==> src/rtl/seq_divider_pkg.sv <==
// Shared types and defaults for the sequential divider.
// State encoding and the default operand width.
package seq_divider_pkg;

  localparam int DEFAULT_WIDTH = 4;

  typedef enum logic [1:0] {
    IDLE   = 2'd0,
    RUN    = 2'd1,
    FINISH = 2'd2
  } state_t;

endpackage

==> src/rtl/addsub_w.sv <==
// Parameterized ripple adder/subtractor.
// SEL=1 inverts B and injects a carry-in, giving A - B.
module addsub_w #(
  parameter int W = 5
) (
  output logic         OF,
  output logic         C_OUT,
  output logic [W-1:0] SUM,
  input  logic [W-1:0] A,
  input  logic [W-1:0] B,
  input  logic         SEL
);

  logic [W-1:0] b_x;

  assign b_x = B ^ {W{SEL}};
  assign {C_OUT, SUM} = {1'b0, A} + {1'b0, b_x}
                      + {{W{1'b0}}, SEL};
  assign OF = (A[W-1] == b_x[W-1])
           && (SUM[W-1] != A[W-1]);

endmodule

==> src/rtl/seq_divider.sv <==
// Sequential unsigned restoring divider, one quotient bit per clock.
// Start/done handshake; divide-by-zero finishes in a single cycle.
module seq_divider
  import seq_divider_pkg::*;
#(
  parameter int WIDTH = DEFAULT_WIDTH
) (
  input  logic             CLK,
  input  logic             RST_N,
  input  logic             START,
  input  logic [WIDTH-1:0] DIVIDEND,
  input  logic [WIDTH-1:0] DIVISOR,
  output logic [WIDTH-1:0] QUOT,
  output logic [WIDTH-1:0] REM,
  output logic             BUSY,
  output logic             DONE,
  output logic             DIVZ
);

  localparam int CW = $clog2(WIDTH);

  state_t           state;
  logic [CW-1:0]    count;
  logic [WIDTH-1:0] q;
  logic [WIDTH-1:0] d;
  logic [WIDTH:0]   r;
  logic [WIDTH:0]   r_sh;
  logic [WIDTH:0]   diff;
  logic [WIDTH:0]   r_nx;
  logic [WIDTH-1:0] q_nx;
  logic             c_out;
  logic             addsub_of_unused;

  assign r_sh = {r[WIDTH-1:0], q[WIDTH-1]};

  // Carry-out high means no borrow: the trial subtraction fits.
  addsub_w #(.W(WIDTH + 1)) u_addsub (
    .OF    (addsub_of_unused),
    .C_OUT (c_out),
    .SUM   (diff),
    .A     (r_sh),
    .B     ({1'b0, d}),
    .SEL   (1'b1)
  );

  assign q_nx = {q[WIDTH-2:0], c_out};
  assign r_nx = c_out ? diff : r_sh;

  always_ff @(posedge CLK or negedge RST_N) begin
    if (!RST_N) begin
      state <= IDLE;
      count <= '0;
      q     <= '0;
      r     <= '0;
      d     <= '0;
      QUOT  <= '0;
      REM   <= '0;
      BUSY  <= 1'b0;
      DONE  <= 1'b0;
      DIVZ  <= 1'b0;
    end else begin
      DONE <= 1'b0;
      case (state)
        IDLE: begin
          if (START) begin
            BUSY <= 1'b1;
            d    <= DIVISOR;
            if (DIVISOR == '0) begin
              QUOT  <= '1;
              REM   <= DIVIDEND;
              DIVZ  <= 1'b1;
              DONE  <= 1'b1;
              state <= FINISH;
            end else begin
              DIVZ  <= 1'b0;
              q     <= DIVIDEND;
              r     <= '0;
              count <= CW'(WIDTH - 1);
              state <= RUN;
            end
          end
        end
        RUN: begin
          q <= q_nx;
          r <= r_nx;
          // Results are published as FINISH is entered.
          if (count == '0) begin
            QUOT  <= q_nx;
            REM   <= r_nx[WIDTH-1:0];
            DONE  <= 1'b1;
            state <= FINISH;
          end else begin
            count <= count - CW'(1);
          end
        end
        FINISH: begin
          BUSY  <= 1'b0;
          state <= IDLE;
        end
        default: begin
          BUSY  <= 1'b0;
          state <= IDLE;
        end
      endcase
    end
  end

endmodule
==> config.mk <==
export PLATFORM = sky130hd
export DESIGN_NAME = seq_divider
export DESIGN_NICKNAME = d
export VERILOG_FILES = /design/src/rtl/seq_divider_pkg.sv /design/src/rtl/addsub_w.sv /design/src/rtl/seq_divider.sv
export SDC_FILE = /design/constraint.sdc
export NUM_CORES = 1
export LEC_CHECK = 0
export ABC_AREA = 1
export BUFFER_PORTS_ARGS = -buffer_cell sky130_fd_sc_hd__buf_4
export CAP_MARGIN = 40
export CORE_AREA = 2 2 56 58
export CTS_BUF_LIST = sky130_fd_sc_hd__clkbuf_16
export DETAILED_ROUTE_END_ITERATION = 8
export DIE_AREA = 0 0 58 60
export PLACE_DENSITY = 0.76
export SLEW_MARGIN = 25
export SYNTH_ARGS = -nofsm -noshare
export SYNTH_HDL_FRONTEND = slang
export SYNTH_HIERARCHICAL = 1
export SYNTH_SLANG_ARGS = --single-unit
==> constraint.sdc <==
create_clock -name CLK -period 2.17 [get_ports CLK]
set_input_delay 0.1085 -clock CLK [delete_from_list [all_inputs] [get_ports CLK]]
set_output_delay 0.1085 -clock CLK [all_outputs]
set_load 0.05 [all_outputs]
Yosys cells after proc, flatten, opt, wreduce, memory -nomap -nowiden
Cells that the tools add are included.

operators by class
  add/sub/neg operators = 3
  eq/ne operators = 6
  muxes and demuxes = 29
  bitwise gates (word level) = 2
  reduce and logical (&&, ||, !) cells = 10

operators with widths
  kind                 count
  $mux 4               11
  $pmux 4 s2           4
  $mux 2               6
  $ne 2x2->1 const B   5
  $pmux 2 s2           2
  $reduce_and 4->1     2
  $add 5x5->6          1
  $add 6x1->6 const B  1
  $reduce_and 2->1     3
  $not 4->5            1
  $logic_not 2->1      2
  $logic_not 4->1      1
  $mux 1               4
  $pmux 1 s2           2
  $reduce_and 3->1     1
  $eq 2x1->1 const B   1
  $reduce_bool 2->1    1
  $sub 2x1->2 const B  1
  $not 1->1            1

word-level totals
  bits in registers = 27
  word-level logic and storage cells = 60

Logic depth before layout (Yosys ltp)
Gate-level depths: netlist (run 1).

  word-level depth = 6
  gate-level depth with buffers = 17
  gate-level depth less buffers = 15

Hierarchy
Netlist (run 1), hierarchy kept.

modules (own cells, without submodules)
  module       times used  cells each  area each (µm²)
  seq_divider  1           155         1266.2
  addsub_w     1           51          290.3

Least setup slack after synthesis (run 1)
Ideal clock, no wire load.

  kind = register to register
  from = reg d[1]
  to = reg REM[0]
  library setup time = 0.118 ns
  arrival time = 1.721 ns
  data required time = 2.052 ns
  slack = 0.331 ns
  cell stages (with the launch flop) = 16
  clock period less this slack = 1.839 ns
  cells stage by stage = dfrtp_1 > xnor2_1 > inv_1 > ha_1 > nand2_1 > inv_1 > nand3_1 > nand2_1 > nand2_1 > nand2_1 > clkbuf_1 > o21ai_0 > nand2_1 > nand2_1 > nand2_1 > nand2_1

on the way
  cells in the longest elaborated chain, start to end = 6

ends and longest elaborated chain
  element                     line               source
  start, declared             seq_divider.sv:25  logic [WIDTH-1:0] d;
  start signal, assigned      seq_divider.sv:55  d <= '0;
  start signal, assigned      seq_divider.sv:67  d <= DIVISOR;
  $not 4->5 (no source line)  -
  $add 5x5->6                 addsub_w.sv:17     assign {C_OUT, SUM} = {1'b0, A} + {1'b0, b_x}
  $add 6x1->6                 addsub_w.sv:18     + {{W{1'b0}}, SEL};
  via c_out                   seq_divider.sv:31  logic c_out;
  $mux 4                      seq_divider.sv:47  assign r_nx = c_out ? diff : r_sh;
  $mux 4                      seq_divider.sv:87  if (count == '0) begin
  $pmux 4 s2                  seq_divider.sv:63  case (state)
  end signal, assigned        seq_divider.sv:89  REM <= r_nx[WIDTH-1:0];
  end, declared               seq_divider.sv:14  output logic [WIDTH-1:0] REM,

The timed path passes the listed nets, and every way through them passes these cells. The select of a mux whose other input is x is not followed.
A chain may end at the register's enable or synchronous reset.

Worst setup path in the final report (run 1)
Ends and elaborated chain as after synthesis.

==> impl_metrics.sql, run 1 <==
INSERT INTO impl_metrics (metric_group, metric, value, unit) VALUES
('run_status', 'run_status', 'finished clean', ''),
('floorplanning', 'die_area', '3480', 'sq um'),
('logic_synthesis', 'ys.warnings.count', '6', ''),
('sta', 'fmax', '0.526', 'GHz'),
('sta', 'finalHoldViolations', '0', ''),
('logic_synthesis', 'synthesis.area_per_instance', '7.78', 'sq um'),
('drt', 'route.antenna.remaining_nets', '0', ''),
('drt', 'routed-via-count', '1221', ''),
('critical_path', 'cp_max_fo', '10', ''),
('clock_tree', 'clock_pin_slew_of_the_registers_on_the_worst_case_setup_and_hold_paths', '0.07', 'ns'),
('grt', 'vias_in_the_first_global_route', '1141', ''),
('flow_run', 'maxCapViolCount', '0', ''),
('placed_design', 'dp.final_hpwl', '2090', 'um'),
('critical_path', 'critPathLaunchType', 'flip-flop', ''),
('clock_tree', 'tritoncts_buffer_count', '3', ''),
('drt', 'drt_pre_antenna_iters', '4', ''),
('critical_path', 'r2r.worst_path.cells', '14', ''),
('pwr', 'worst_ir_drop_vdd', '1.05', 'mV'),
('pwr', 'power.share.switching', '48.4', '%'),
('cells_and_area', 'fin_nets', '231', ''),
('sta', 'clock-skew-final', '0.00372', 'ns'),
('sta', 'post_route_setup_tns', '0', 'ns'),
('cells_and_area', 'fillers', '254', ''),
('drt', 'route.detailed.wl_per_inst', '11.8', 'um'),
('pwr', 'p_int', '1.56', 'mW'),
('cells_and_area', 'n_antenna_cell', '0', ''),
('min_path', 'worstHoldPathType', 'input pin to flip-flop', ''),
('cells_and_area', 'area_growth_syn_to_layout', '17.9', '%'),
('floorplanning', 'floorplan.initialDensity', '51.2', '%'),
('placed_design', 'port_bufs', '21', ''),
('sta', 'finalCritPeriodShare', '87.6', '%'),
('clock_tree', 'cts_tree', 'built', ''),
('clock_tree', 'worst_skew_pair.late_latency', '0.26', 'ns'),
('sta', 'finalHoldWorstSlack', '0.0487', 'ns'),
('floorplanning', 'core.rowCount', '20', ''),
('floorplanning', 'dieWidth', '58', 'um'),
('pwr', 'power.sequential.fraction', '29.6', '%'),
('placed_design', 'dp_worst_setup_slack', '0.272', 'ns'),
('logic_synthesis', 'syn_nets', '208', ''),
('sta', 'final.setup.worst_slack', '0.268', 'ns'),
('cells_and_area', 'design_area', '1750', 'sq um'),
('placed_design', 'final_wtd_congestion', '0.795', ''),
('pwr', 'power.leakage', '0.997', 'nW'),
('floorplanning', 'die_y', '60', 'um'),
('drt', 'dr.first_iter.drc_count', '24', ''),
('floorplanning', 'floorplan.core_area', '2900', 'sq um'),
('critical_path', 'cp.arrival', '2.10', 'ns'),
('drt', 'route.detailed.drc', '0', ''),
('pwr', 'p_sw', '1.46', 'mW'),
('pwr', 'power.share.combinational', '56.5', '%'),
('logic_synthesis', 'syn-cell-area', '1490', 'sq um'),
('sta', 'drv_slew', '0', ''),
('clock_tree', 'cts.htree.levels', '1', ''),
('clock_tree', 'cts_num_sinks', '27', ''),
('grt', 'grt_antenna_before_repair', '0', ''),
('floorplanning', 'io_pins', '22', ''),
('grt', 'grt_first_pass_wirelength', '5040', 'um'),
('sta', 'unrepaired_setup_endpoints_after_global_routing', 'no', ''),
('grt', 'global_route.overflow_total', '0', ''),
('min_path', 'hold-path-cell-count', '3', ''),
('sta', 'timing.final.setup_violations', '0', ''),
('critical_path', 'crit_type', 'flip-flop to flip-flop', ''),
('placed_design', 'placedInstanceArea', '1660', 'sq um'),
('critical_path', 'timing.critical_path.to_type', 'flip-flop', ''),
('critical_path', 'wp_data_required', '2.37', 'ns'),
('pwr', 'power_share_of_the_clock_group', '13.9', '%'),
('clock_tree', 'ctsRootBufferMaster', 'sky130_fd_sc_hd__clkbuf_16', ''),
('logic_synthesis', 'syn_inst', '191', ''),
('clock_tree', 'clock_tree.buffer_depth', '2', ''),
('drt', 'finalWirelength', '2900', 'um'),
('pwr', 'p_per_area', '1730', 'nW/um^2'),
('drt', 'viasPerCell', '4.96', ''),
('grt', 'grt_start_max_net_pins', '28', ''),
('grt', 'globalRouteTotalUtil', '19.2', '%'),
('sta', 'min_period', '1.90', 'ns'),
('cells_and_area', 'drive_gt1_share', '20.7', '%');
[placed cells by master, fill, tap and decap left out, types with 2 or more instances in the layout]
cell type	count
sky130_fd_sc_hd__nand2_1	79
sky130_fd_sc_hd__clkbuf_16	3
sky130_fd_sc_hd__o21ai_2	5
sky130_fd_sc_hd__o21ai_0	5
sky130_fd_sc_hd__nand3_1	19
sky130_fd_sc_hd__nor2_1	6
sky130_fd_sc_hd__o21a_1	2
sky130_fd_sc_hd__xnor2_1	2
sky130_fd_sc_hd__nand2_2	8
sky130_fd_sc_hd__inv_2	3
sky130_fd_sc_hd__buf_4	21
sky130_fd_sc_hd__inv_1	15
sky130_fd_sc_hd__conb_1	2
sky130_fd_sc_hd__xor2_1	3
sky130_fd_sc_hd__a21oi_1	2
sky130_fd_sc_hd__ha_1	5
sky130_fd_sc_hd__dfrtp_1	27
[repair_timing]
| item | 4_1_cts | 5_1_grt |
|---|---|---|
| hold buffers | 1 | 0 |
| endpoints found under the setup margin | 0 | 1 |
| resized for setup | 0 | 1 |
| setup buffers | 0 | 0 |
| endpoints found under the hold margin | 27 | 0 |
[power groups by stage]
stage	Clock, mW	Sequential [mW]	Combinational, mW
floorplan	0	1.20	1.03
global placement	0	0.905	1.67
detailed placement	0	0.904	1.70
CTS	0.434	0.897	1.72
global route	0.452	0.932	1.93
finish	0.421	0.896	1.71
[routing by layer]
| layer | part of all wire [%] | track usage (%) | vias to the layer above |
|---|---|---|---|
| met2 | 51 | 31.7 | 14 |
| met3 | 1.6 | 3.25 | 2 |
| li1 | - | - | 637 |
| met5 | 0 | 0 | - |
| met1 | 47 | 26.0 | 568 |
| met4 | 0.73 | 5.98 | 0 |
[area by class of cell]
cell class	count	area (sq um)	share of cell area, %
tap	33	41.3	2.36
clock buffer	3	75.1	4.28
timing repair buffer	22	168	9.56
sequential	27	676	38.5
clock inverter	1	7.51	0.428
multi-input combinational	142	718	41.0
inverter	18	67.6	3.85
[worst max-delay path: stages, from the launching register on]
cell                      delay, ns
sky130_fd_sc_hd__dfrtp_1       0.36
sky130_fd_sc_hd__xnor2_1       0.17
sky130_fd_sc_hd__inv_1         0.07
sky130_fd_sc_hd__ha_1          0.28
sky130_fd_sc_hd__nand2_1       0.07
sky130_fd_sc_hd__inv_1         0.04
sky130_fd_sc_hd__nand3_1       0.09
sky130_fd_sc_hd__nand2_1       0.08
sky130_fd_sc_hd__nand2_1       0.08
sky130_fd_sc_hd__nand2_2       0.11
sky130_fd_sc_hd__o21ai_0       0.22
sky130_fd_sc_hd__nand2_1       0.10
sky130_fd_sc_hd__nand2_1       0.07
sky130_fd_sc_hd__nand2_1       0.05
sky130_fd_sc_hd__nand2_1       0.07
[path summary, 6_finish.rpt]
path | slack (ns) | end | start
worst max-delay path | 0.27 | REM[0]$_DFFE_PN0P_ | d[1]$_DFFE_PN0P_
worst min-delay path | 0.05 | d[0]$_DFFE_PN0P_ | DIVISOR[0]
worst max register to register | 0.27 | REM[0]$_DFFE_PN0P_ | d[1]$_DFFE_PN0P_
worst min register to register | 0.48 | QUOT[3]$_DFFE_PN0P_ | QUOT[3]$_DFFE_PN0P_
max in group asynchronous | 1.61 | REM[0]$_DFFE_PN0P_ | RST_N
min in group asynchronous | 0.30 | DONE$_DFF_PN0_ | RST_N
[metrics by stage]
step / total power, mW / std cells / utilization [%]
floorplan: 2.23 / 191 / -
global placement: 2.57 / 241 / 57.1
detailed placement: 2.61 / 241 / 57.1
CTS: 3.05 / 246 / 60.3
global route: 3.31 / 246 / 60.4
finish: 3.02 / 246 / 60.4
[registers in the layout, summed over array words and instances (netlist names)]
signal	count
count	2
r	4
state	2
BUSY	1
q	4
QUOT	4
d	4
REM	4
DONE	1
DIVZ	1
No activity file was read; power rests on OpenSTA's default activity.
==> run 2, diff against run 1 <==
--- a/config.mk
+++ b/config.mk
@@ -8,11 +8,11 @@
 export ABC_AREA = 1
 export BUFFER_PORTS_ARGS = -buffer_cell sky130_fd_sc_hd__buf_4
 export CAP_MARGIN = 40
-export CORE_AREA = 2 2 56 58
-export CTS_BUF_LIST = sky130_fd_sc_hd__clkbuf_16
+export CORE_AREA = 3 3 56 58
+export CTS_BUF_LIST = sky130_fd_sc_hd__clkbuf_4
 export DETAILED_ROUTE_END_ITERATION = 8
-export DIE_AREA = 0 0 58 60
-export PLACE_DENSITY = 0.76
+export DIE_AREA = 0 0 59 61
+export PLACE_DENSITY = 0.79
 export SLEW_MARGIN = 25
 export SYNTH_ARGS = -nofsm -noshare
 export SYNTH_HDL_FRONTEND = slang
==> run 2 against run 1 <==
  * Final cell count is 0.81% higher
  * Critical path depth is 1 higher
  * Global-route usage is 0.47 points higher
  * Hold slack better by 0.037 ns
  * Count of clock-buffer cells in the layout stayed put
  * First-iteration DRC count is 75% higher
  * Critical path type unchanged
  * Critical endpoint is now REM[2]$_DFFE_PN0P_
  * Largest power group unchanged
==> impl_metrics.sql, run 2 (synthesis gave the netlist of run 1 again) <==
INSERT INTO impl_metrics (metric_group, metric, value, unit) VALUES
('run_status', 'run_status', 'finished clean', ''),
('drt', 'route.detailed.wl_per_inst', '12.5', 'um'),
('drt', 'routed-via-count', '1296', ''),
('clock_tree', 'cts.htree.levels', '1', ''),
('critical_path', 'crit_type', 'flip-flop to flip-flop', ''),
('sta', 'min_period', '1.92', 'ns'),
('sta', 'drv_slew', '0', ''),
('pwr', 'p_int', '1.38', 'mW'),
('pwr', 'power.share.switching', '51.4', '%'),
('pwr', 'power.share.combinational', '60.7', '%'),
('cells_and_area', 'final_cell_mix', 'sky130_fd_sc_hd__nand2_1 (79), sky130_fd_sc_hd__dfrtp_1 (27), sky130_fd_sc_hd__buf_4 (21)', ''),
('pwr', 'p_per_area', '1640', 'nW/um^2'),
('drt', 'dr.first_iter.drc_count', '42', ''),
('sta', 'fmax', '0.521', 'GHz'),
('floorplanning', 'dieWidth', '59', 'um'),
('placed_design', 'placedInstanceArea', '1660', 'sq um'),
('clock_tree', 'ctsRootBufferMaster', 'sky130_fd_sc_hd__clkbuf_4', ''),
('cells_and_area', 'area_growth_syn_to_layout', '16.9', '%'),
('grt', 'globalRouteTotalUtil', '19.7', '%'),
('cells_and_area', 'fin_nets', '235', ''),
('sta', 'finalHoldViolations', '0', ''),
('clock_tree', 'clock_tree.buffer_depth', '2', ''),
('clock_tree', 'tritoncts_buffer_count', '3', ''),
('grt', 'grt_antenna_before_repair', '0', ''),
('drt', 'drt_pre_antenna_iters', '4', ''),
('drt', 'viasPerCell', '5.23', ''),
('drt', 'route.detailed.drc', '0', ''),
('clock_tree', 'cts_tree', 'built', ''),
('pwr', 'post-layout-total-power', '2.85', 'mW'),
('placed_design', 'placed_cells', '239', ''),
('critical_path', 'critPathLaunchType', 'flip-flop', ''),
('floorplanning', 'floorplan.initialDensity', '54.8', '%'),
('flow_run', 'maxCapViolCount', '0', ''),
('grt', 'global_route.overflow_total', '0', ''),
('grt', 'grt_first_pass_wirelength', '5430', 'um'),
('cells_and_area', 'drive_gt1_share', '20.3', '%'),
('placed_design', 'port_bufs', '21', ''),
('cells_and_area', 'design_area', '1740', 'sq um'),
('clock_tree', 'clock_pin_slew_of_the_registers_on_the_worst_case_setup_and_hold_paths', '0.15', 'ns'),
('sta', 'finalCritPeriodShare', '88.5', '%'),
('floorplanning', 'die_y', '61', 'um'),
('floorplanning', 'core.rowCount', '19', ''),
('critical_path', 'wp_data_required', '2.45', 'ns'),
('pwr', 'worst_ir_drop_vdd', '1.16', 'mV'),
('sta', 'clock-skew-final', '0.0141', 'ns'),
('sta', 'post_route_setup_tns', '0', 'ns'),
('critical_path', 'timing.critical_path.to_type', 'flip-flop', ''),
('sta', 'timing.final.setup_violations', '0', ''),
('sta', 'finalHoldWorstSlack', '0.0853', 'ns'),
('cells_and_area', 'finalCoreUtilization', '64.1', '%'),
('floorplanning', 'io_pins', '22', ''),
('pwr', 'power_share_of_the_clock_group', '7.7', '%'),
('placed_design', 'dp_worst_setup_slack', '0.204', 'ns'),
('grt', 'grt_start_max_net_pins', '28', ''),
('pwr', 'power.leakage', '0.991', 'nW'),
('pwr', 'p_sw', '1.46', 'mW'),
('sta', 'final.setup.worst_slack', '0.250', 'ns'),
('cells_and_area', 'n_antenna_cell', '0', ''),
('clock_tree', 'worst_skew_pair.late_latency', '0.33', 'ns'),
('placed_design', 'dp.final_hpwl', '2380', 'um'),
('critical_path', 'cp_max_fo', '10', ''),
('drt', 'finalWirelength', '3100', 'um'),
('floorplanning', 'floorplan.core_area', '2710', 'sq um'),
('grt', 'vias_in_the_first_global_route', '1300', ''),
('min_path', 'worstHoldPathType', 'input pin to flip-flop', ''),
('placed_design', 'final_wtd_congestion', '0.823', ''),
('critical_path', 'cp.arrival', '2.20', 'ns'),
('cells_and_area', 'layout_commonest_cell', 'sky130_fd_sc_hd__nand2_1', ''),
('clock_tree', 'cts_num_sinks', '27', ''),
('drt', 'route.antenna.remaining_nets', '0', ''),
('floorplanning', 'die_area', '3600', 'sq um'),
('cells_and_area', 'post_layout_nonfiller_instances', '248', ''),
('pwr', 'power.sequential.fraction', '31.6', '%');
[run 2: changes by cell type in the layout (fill, tap and decap cells not counted)]
cell / delta
sky130_fd_sc_hd__clkbuf_16: -3
sky130_fd_sc_hd__o21ai_0: -1
sky130_fd_sc_hd__o21ai_1: +1
sky130_fd_sc_hd__clkbuf_4: +3
sky130_fd_sc_hd__dlygate4sd3_1: +4
[run 2: layout make-up]
cell class                 count  area [sq um]
timing repair buffer          26           208
clock buffer                   3          22.5
inverter                      18          67.6
fill                         248           972
clock inverter                 1          7.51
sequential                    27           676
tap                           31          38.8
multi-input combinational    142           718
[run 2: critical path: stages (launching register included)]
cell and delay, ns:
sky130_fd_sc_hd__dfrtp_1 0.39, sky130_fd_sc_hd__xnor2_1 0.17, sky130_fd_sc_hd__inv_1 0.09, sky130_fd_sc_hd__ha_1 0.29, sky130_fd_sc_hd__nand2_1 0.05, sky130_fd_sc_hd__inv_1 0.06, sky130_fd_sc_hd__nand3_1 0.11, sky130_fd_sc_hd__nand2_1 0.10
sky130_fd_sc_hd__nand2_1 0.06, sky130_fd_sc_hd__nand2_2 0.13, sky130_fd_sc_hd__nand2_1 0.06, sky130_fd_sc_hd__o21ai_1 0.07, sky130_fd_sc_hd__nand2_1 0.10, sky130_fd_sc_hd__nand2_1 0.07, sky130_fd_sc_hd__nand2_1 0.05, sky130_fd_sc_hd__nand2_1 0.07
[run 2: power by group through the flow]
stage,combinational (mW),sequential [mW],clock [mW]
4_1_cts,1.73,0.902,0.230
3_5_place_dp,1.72,0.913,0
3_3_place_gp,1.66,0.897,0
2_1_floorplan,1.03,1.20,0
6_report,1.73,0.899,0.220
5_1_grt,1.95,0.930,0.250
[run 2: timing repair]
action,CTS,global route
hold buffers,5,0
setup buffers,0,0
resized for setup,0,2
endpoints found under the setup margin,0,4
endpoints found under the hold margin,31,0
[run 2: worst paths after layout]
path                                         start  cells past startpoint  slack [ns]              endpoint
worst max-delay path              d[1]$_DFFE_PN0P_                     15        0.25    REM[2]$_DFFE_PN0P_
worst min-delay path                   DIVIDEND[0]                      5        0.09    REM[0]$_DFFE_PN0P_
worst max register to register    d[1]$_DFFE_PN0P_                     15        0.25    REM[2]$_DFFE_PN0P_
worst min register to register  REM[0]$_DFFE_PN0P_                      2        0.51    REM[0]$_DFFE_PN0P_
max in group asynchronous                    RST_N                      2        1.68  count[1]$_DFFE_PN0P_
min in group asynchronous                    RST_N                      2        0.22      r[2]$_DFFE_PN0P_
[run 2: routing by layer]
metal	track usage [%]	up-vias	part of all wire, %
li1	-	644	-
met1	23.2	630	44
met2	36.4	16	51
met3	2.55	6	2.7
met4	7.12	0	1.5
met5	0	-	0
